## config.mk

```make
export PLATFORM = sky130hd
export DESIGN_NAME = bin_to_bcd_seq
export DESIGN_NICKNAME = d
export VERILOG_FILES = /design/src/rtl/bcd_pkg.sv /design/src/rtl/bcd_digit_adj.sv /design/src/rtl/bin_to_bcd_seq.sv
export SDC_FILE = /design/constraint.sdc
export NUM_CORES = 1
export LEC_CHECK = 0
export BUFFER_PORTS_ARGS = -buffer_cell sky130_fd_sc_hd__buf_2
export CAP_MARGIN = 20
export CORE_MARGIN = 2
export CORE_UTILIZATION = 57
export CTS_CLUSTER_DIAMETER = 50
export DETAILED_ROUTE_END_ITERATION = 8
export GPL_TIMING_DRIVEN = 0
export HOLD_SLACK_MARGIN = 0.12
export PLACE_DENSITY_LB_ADDON = 0.2
export SLEW_MARGIN = 20
export SYNTH_ARGS = -nofsm -noshare
export SYNTH_HDL_FRONTEND = slang
export SYNTH_SLANG_ARGS = --single-unit
export TNS_END_PERCENT = 20
```

## constraint.sdc

```tcl
create_clock -name clk -period 2.2 [get_ports clk]
set_input_delay 0 -clock clk [delete_from_list [all_inputs] [get_ports clk]]
set_output_delay 0 -clock clk [all_outputs]
set_load 0.02 [all_outputs]
```

## src/rtl/bcd_pkg.sv

```systemverilog
// Shared types for the sequential binary-to-BCD converter: FSM states and
// the 4-bit BCD digit type used by the per-digit add-3 stage.
package bcd_pkg;

   typedef enum logic [1:0] {
      IDLE  = 2'd0,
      SHIFT = 2'd1,
      DONE  = 2'd2
   } state_t;

   typedef logic [3:0] bcd_digit_t;

   localparam bcd_digit_t ADJ_THRESHOLD = 4'd5;
   localparam bcd_digit_t ADJ_OFFSET    = 4'd3;

endpackage

```

## src/rtl/bcd_digit_adj.sv

```systemverilog
// Double-dabble correction for one BCD digit: add 3 when the digit is 5 or
// more so the following left shift carries correctly into the next digit.
module bcd_digit_adj
   import bcd_pkg::*;
(
   input  bcd_digit_t d,
   output bcd_digit_t q
);

   assign q = (d >= ADJ_THRESHOLD) ? bcd_digit_t'(d + ADJ_OFFSET) : d;

endmodule

```

## src/rtl/bin_to_bcd_seq.sv

```systemverilog
// Sequential double-dabble binary-to-BCD converter, one iteration per clock.
// Optional leading-zero blanking is enabled by defining BCD_LEADING_ZERO_BLANK_EN.
module bin_to_bcd_seq
   import bcd_pkg::*;
#(
   parameter int IN_W   = 27,
   parameter int DIGITS = 8
) (
   input  logic                  clk,
   input  logic                  rst_n,
   input  logic                  in_valid,
   output logic                  in_ready,
   input  logic [IN_W-1:0]       bin,
   output logic                  out_valid,
   output logic [4*DIGITS-1:0]   bcd,
   output logic                  ovf,
   output logic [DIGITS-1:0]     blank
);

   localparam int CNT_W = $clog2(IN_W + 1);

   state_t              state;
   state_t              state_next;
   logic [IN_W-1:0]     shreg;
   logic [4*DIGITS-1:0] acc;
   logic [4*DIGITS-1:0] adj;
   logic [4*DIGITS-1:0] acc_next;
   logic                ovf_acc;
   logic                ovf_next;
   logic [CNT_W-1:0]    count;
   logic                accept;
   logic                last_iter;

   for (genvar i = 0; i < DIGITS; i++) begin : g_adj
      bcd_digit_adj u_adj (
         .d (acc[4*i +: 4]),
         .q (adj[4*i +: 4])
      );
   end

   // The bit leaving the top digit is the overflow indicator; the bin MSB
   // enters the bottom digit.
   assign acc_next  = {adj[4*DIGITS-2:0], shreg[IN_W-1]};
   assign ovf_next  = ovf_acc | adj[4*DIGITS-1];
   assign in_ready  = (state != SHIFT);
   assign accept    = in_valid && in_ready;
   assign last_iter = (state == SHIFT) && (count == CNT_W'(1));

   always_ff @(posedge clk or negedge rst_n) begin
      if (!rst_n) begin
         state <= IDLE;
      end else begin
         state <= state_next;
      end
   end

   always_comb begin
      state_next = state;
      case (state)
         IDLE:    if (accept) state_next = SHIFT;
         SHIFT:   if (count == CNT_W'(1)) state_next = DONE;
         DONE:    if (accept) state_next = SHIFT;
         default: state_next = IDLE;
      endcase
   end

   // Result registers only change on the final iteration, so they hold
   // steady through DONE and through the next conversion.
   always_ff @(posedge clk or negedge rst_n) begin
      if (!rst_n) begin
         shreg     <= '0;
         acc       <= '0;
         ovf_acc   <= 1'b0;
         count     <= '0;
         out_valid <= 1'b0;
         bcd       <= '0;
         ovf       <= 1'b0;
      end else if (accept) begin
         shreg     <= bin;
         acc       <= '0;
         ovf_acc   <= 1'b0;
         count     <= CNT_W'(IN_W);
         out_valid <= 1'b0;
      end else if (state == SHIFT) begin
         shreg   <= shreg << 1;
         acc     <= acc_next;
         ovf_acc <= ovf_next;
         count   <= count - CNT_W'(1);
         if (last_iter) begin
            out_valid <= 1'b1;
            bcd       <= ovf_next ? '0 : acc_next;
            ovf       <= ovf_next;
         end
      end
   end

`ifdef BCD_LEADING_ZERO_BLANK_EN
   logic [DIGITS-1:0] blank_calc;
   logic              seen_nonzero;

   // Scan from the top digit down; digit 0 always stays lit.
   always_comb begin
      blank_calc   = '0;
      seen_nonzero = 1'b0;
      for (int i = DIGITS - 1; i >= 1; i--) begin
         if (acc_next[4*i +: 4] != 4'd0) seen_nonzero = 1'b1;
         blank_calc[i] = ovf_next | ~seen_nonzero;
      end
   end

   always_ff @(posedge clk or negedge rst_n) begin
      if (!rst_n) begin
         blank <= '0;
      end else if (last_iter) begin
         blank <= blank_calc;
      end
   end
`else
   assign blank = '0;
`endif

endmodule
```

==> results of run 1 <==
## worst max-delay path, cell delays in order, from the launching register on
cell      delay, ns
dfrtp_1        0.42
inv_1          0.09
ha_1           0.23
nand2b_1       0.09
or3b_1         0.39
nand2_1        0.21
buf_4          0.25
o31ai_1        0.12
## layer usage
layer	wire (µm)	up-vias
met2	5798	97
met3	405	17
li1	-	1911
met1	4620	1909
met4	217	0
met5	0	-
## registers in the layout (all words and copies together) (netlist names)
register,flops
out_valid,1
bcd,32
state,2
acc,32
count,5
ovf,1
ovf_acc,1
shreg,27
## per-stage QoR
stage | power (W) | instances | util | worst slack (ns)
2_1_floorplan | 0.005428 | 498 | - | 0.5818
3_3_place_gp | 0.006198 | 666 | 0.6513 | 0.09162
3_5_place_dp | 0.006431 | 667 | 0.6554 | 0.2344
4_1_cts | 0.007663 | 713 | 0.7149 | 0.2233
5_1_grt | 0.008278 | 713 | 0.7149 | 0.09917
6_report | 0.007645 | 713 | 0.7149 | 0.2558
## final timing paths
kind,cells after the start,end,start
max in group asynchronous,3,shreg[4],rst_n
setup reg to reg,7,bcd[30],acc[28]
setup / recovery,7,bcd[30],acc[28]
min in group clk,3,count[0],in_valid
hold reg to reg,2,bcd[12],bcd[12]
hold / removal,2,bcd[8],rst_n
## Yosys cell counts, drive strengths merged (15+ instances only)
| master | n | share of area |
|---|---|---|
| a21oi | 28 | 0.028 |
| buf | 24 | 0.031 |
| clkbuf | 15 | 0.011 |
| dfrtp | 101 | 0.51 |
| ha | 18 | 0.046 |
| inv | 20 | 0.015 |
| mux2i | 27 | 0.055 |
| nand2 | 63 | 0.048 |
| nand3 | 32 | 0.032 |
| nor3b | 15 | 0.023 |
| o21ai | 75 | 0.076 |
| o31ai | 32 | 0.055 |
## report_power, final
part	internal (W)	leakage (nW)	switching, W	total [W]
Clock	0.000560	0.0899	0.000621	0.00118
Combinational	0.00130	1.38	0.00205	0.00334
Sequential	0.00258	1.31	0.000538	0.00312
Total	0.00444	2.78	0.00320	0.00764
## cell type report
class,count,area (µm²),share of cell area
flip-flops and latches,101,2527,0.4260
multi-input cells,338,2146,0.3617
repair buffers,94,649.4,0.1094
plain buffers,39,210.2,0.03543
clock buffers,13,148.9,0.02509
well taps,105,131.4,0.02214
inverters,20,75.07,0.01265
clock inverters,3,45.04,0.007592
## cell families after synthesis
logic type | after synthesis | synth area share
AOI/OAI and AO/OA | 138 | 0.1639
and+or+nand+nor | 129 | 0.1281
DFF | 101 | 0.5124
buffers and inverters | 59 | 0.05784
muxes | 36 | 0.07534
adders and majority gates | 18 | 0.04566
xor gates and xnor gates | 9 | 0.01598
other | 1 | 0.0007603
==> results.toml, run 1 <==
[run_status]
outcome = "finished clean"

[placed_design]
routabilityCongestion = 0.8762
postPlaceCellArea_um2 = 5439
dp_hpwl_um = 7475
io_buffers = 63

[drt]
wl_per_cell_um = 15.49
wirelength_um = 11040
num_vias = 3934
ant_nets = 0
drt_iter0_markers = 110
drc = 0
via_per_inst = 5.518
first_pass_iters = 4

[grt]
gr-total-overflow = 0
grt.met1_usage = 0.3131
grt_pass1_vias = 4129
top_usage_layer = "met2"
grt_max_degree = 52
grt_usage = 0.2504
grt_antenna_before_repair = 0
grt_pass1_wl_um = 19250
grtUsageMet2 = 0.4396
globalRouteMet3Util = 0.03251

[finish]
mostFrequentLayoutCell = "dfrtp_1"
fin_nets = 651
num-fill-cells = 667
synthToLayoutAreaGrowth_pct = 20.29
n_antenna_cell = 0
most-common-layout-cells = "dfrtp_1, o21ai_0, buf_2, nand2_1, nand3_1"
drive_gt1_frac = 0.1908
postLayoutCellArea_um2 = 5933

[clock_network]
numCtsBuffers = 9
cts-root-buf = "clkbuf_8"
cts-htree-levels = 3
hold_buffers = 30
cts_buffer_depth = 2
cts_resized = 0
cts_sinks = 101
tritoncts = "yes"
path_clk_slew_ns = 0.10
post_cts_buffers = 0
clk_latency_ns = 0.36

[sta]
slew_viol_final = 0
holdWs_ns = 0.1492
rsz0062_at_grt = "false"
worst_pin_slew_ns = 0.5695
finalSetupTns_ns = 0
relSlewSlack = 0.6204
fmax_mhz = 514.4
setup_viol = 0
finalClockSkew_ns = 0.01084
finalCritPeriodShare = 0.8837
hold_viol_final = 0
period_minus_slack_ns = 1.944

[setup_path]
critPathLaunchType = "flop"
path_class = "reg2reg"
cp.required_ns = 2.41
critPathArrivalTime_ns = 2.15
path_max_fanout = 10
end_kind = "flop"
ff2ff_setup_slack_ns = 0.26

[die]
die-height_um = 97.02
rows = 33
core-area_um2 = 8299
die_w_um = 97.02
io_pins = 73
dieArea_um2 = 9413
start_util = 0.5943

[worst_hold_path]
hold_path_class = "in2async"

[logic_synthesis]
yosys_warnings = 0
seq_area_frac_synth = 0.5124
synth_ff_type = "dfrtp_1"
syn_inst = 491
synth_area_um2 = 4932
ys_async_sr_fraction = 1.000
synth_edf_count = 0
synth.avg_cell_area_um2 = 10.05
synthDistinctLibCells = 30
synth-seq-cells = 101

[pwr]
power_per_cell_area_nw_per_um2 = 1288
ir_worst_vdd_mv = 0.6939
p_leak_nw = 2.782

[job]
drv_cap = 0
(Power assumes the default switching activity.)
==> run 2, diff against run 1 <==
CTS_CLUSTER_SIZE = 8   (was unset)
SETUP_SLACK_MARGIN = 0.3   (was unset)
==> run 2 against run 1 <==
Net effect: clock power hardly changed; fmax is 7.6% higher; wire length is 1.1% higher; critical path type unchanged; largest cell class unchanged.
==> results.toml, run 2 (synthesis results as in run 1) <==
[run_status]
outcome = "finished clean"

[drt]
drc = 0
first_pass_iters = 4
wl_per_cell_um = 15.66
via_per_inst = 5.574
num_vias = 3974
wirelength_um = 11170
drt_iter0_markers = 129
ant_nets = 0

[grt]
grt_usage = 0.2500
gr-total-overflow = 0
grt_pass1_vias = 4128
grt_max_degree = 52
grt_antenna_before_repair = 0
grt_pass1_wl_um = 19220

[finish]
drive_gt1_frac = 0.2023
n_antenna_cell = 0
fin_nets = 651
most-common-layout-cells = "dfrtp_1, o21ai_0, buf_2, nand2_1, nand3_1"
largestRegisters = "acc x32, bcd x32, shreg x27"
mostFrequentLayoutCell = "dfrtp_1"
postLayoutCellArea_um2 = 5959
synthToLayoutAreaGrowth_pct = 20.83
final_core_util = 0.7181

[sta]
rsz0062_at_grt = "true"
hold_viol_final = 0
fmax_mhz = 553.4
finalSetupTns_ns = 0
period_minus_slack_ns = 1.807
relSlewSlack = 0.6210
slew_viol_final = 0
setup_viol = 0
worst_pin_slew_ns = 0.5685
finalClockSkew_ns = 0.009434
finalCritPeriodShare = 0.8214
holdWs_ns = 0.1503

[clock_network]
cts_buffer_depth = 2
cts_sinks = 101
post_cts_buffers = 0
cts-root-buf = "clkbuf_8"
path_clk_slew_ns = 0.10
tritoncts = "yes"
cts-htree-levels = 3
numCtsBuffers = 9
clk_latency_ns = 0.36

[pwr]
p_switching_w = 0.003238
p_leak_nw = 2.797
comb_power_share = 0.440
seqPwrFrac = 0.406
p_int_w = 0.004468
p_clk_frac = 0.154
switching_share = 0.4202
power_per_cell_area_nw_per_um2 = 1293
ir_worst_vdd_mv = 0.6984

[setup_path]
end_kind = "flop"
path_max_fanout = 10
cp.required_ns = 2.43
path_class = "reg2reg"
critPathLaunchType = "flop"
critPathArrivalTime_ns = 2.04
rr_worst_depth = 7

[die]
start_util = 0.5943
die-height_um = 97.02
core-area_um2 = 8299
io_pins = 73
dieArea_um2 = 9413
die_w_um = 97.02
rows = 33

[placed_design]
postPlaceCellArea_um2 = 5439
routabilityCongestion = 0.8762
dp_hpwl_um = 7475
io_buffers = 63

[worst_hold_path]
hold_path_class = "in2async"

[job]
drv_cap = 0
## run 2: cell counts in the layout (fill, tap and decap cells not counted)
Identical to the previous run, type by type.
## run 2: final cells by class
class                           instances  area, µm²
Timing Repair Buffer                   94      649.4
Inverter                               20      75.07
Tap cell                              105      131.4
Multi-Input combinational cell        338       2165
Clock inverter                          3      45.04
Fill cell                             670       2340
Clock buffer                           13      148.9
Sequential cell                       101       2527
Buffer                                 39      217.7
## run 2: worst paths after layout
path,to,slack [ns],start
max,bcd[30],0.39,acc[28]
max reg2reg,bcd[30],0.39,acc[28]
min in group clk,count[0],0.17,in_valid
min reg2reg,bcd[24],0.48,bcd[24]
min,bcd[9],0.15,rst_n
max in group asynchronous,shreg[4],1.43,rst_n
## run 2: worst max-delay path: stages, from the launching register on
cell and delay (ns):
dfrtp_1 0.42, inv_1 0.09, ha_1 0.23, nand2b_1 0.12, or3b_4 0.42, nand2_4 0.11
buf_6 0.18, o31ai_1 0.11
## run 2: through the flow
| step | setup slack, ns | std cells | power (W) |
|---|---|---|---|
| 2_1_floorplan | 0.5818 | 498 | 0.005428 |
| 3_3_place_gp | 0.09162 | 666 | 0.006198 |
| 3_5_place_dp | 0.2344 | 667 | 0.006431 |
| 4_1_cts | 0.3081 | 713 | 0.007668 |
| 5_1_grt | 0.2925 | 713 | 0.008326 |
| 6_report | 0.3928 | 713 | 0.007706 |
## run 2: timing repair
item | CTS | global route
setup endpoints to repair | 11 | 29
resized for setup | 1 | 11
hold buffers | 30 | 0
hold endpoints to repair | 128 | 0
## run 2: power groups by stage
stage	Clock, W	Sequential [W]	Combinational (W)
final	0.00119	0.00313	0.00339
after global routing	0.00127	0.00323	0.00383
after CTS	0.00121	0.00311	0.00335
after detailed placement	0	0.00314	0.00329
after global placement	0	0.00309	0.00311
after floorplan	0	0.00326	0.00216
## run 2: layer usage
layer | share of wire | global-route usage
met2 | 0.52 | 0.4396
met3 | 0.036 | 0.03251
met1 | 0.42 | 0.3117
met4 | 0.020 | 0.1018
met5 | 0 | 0
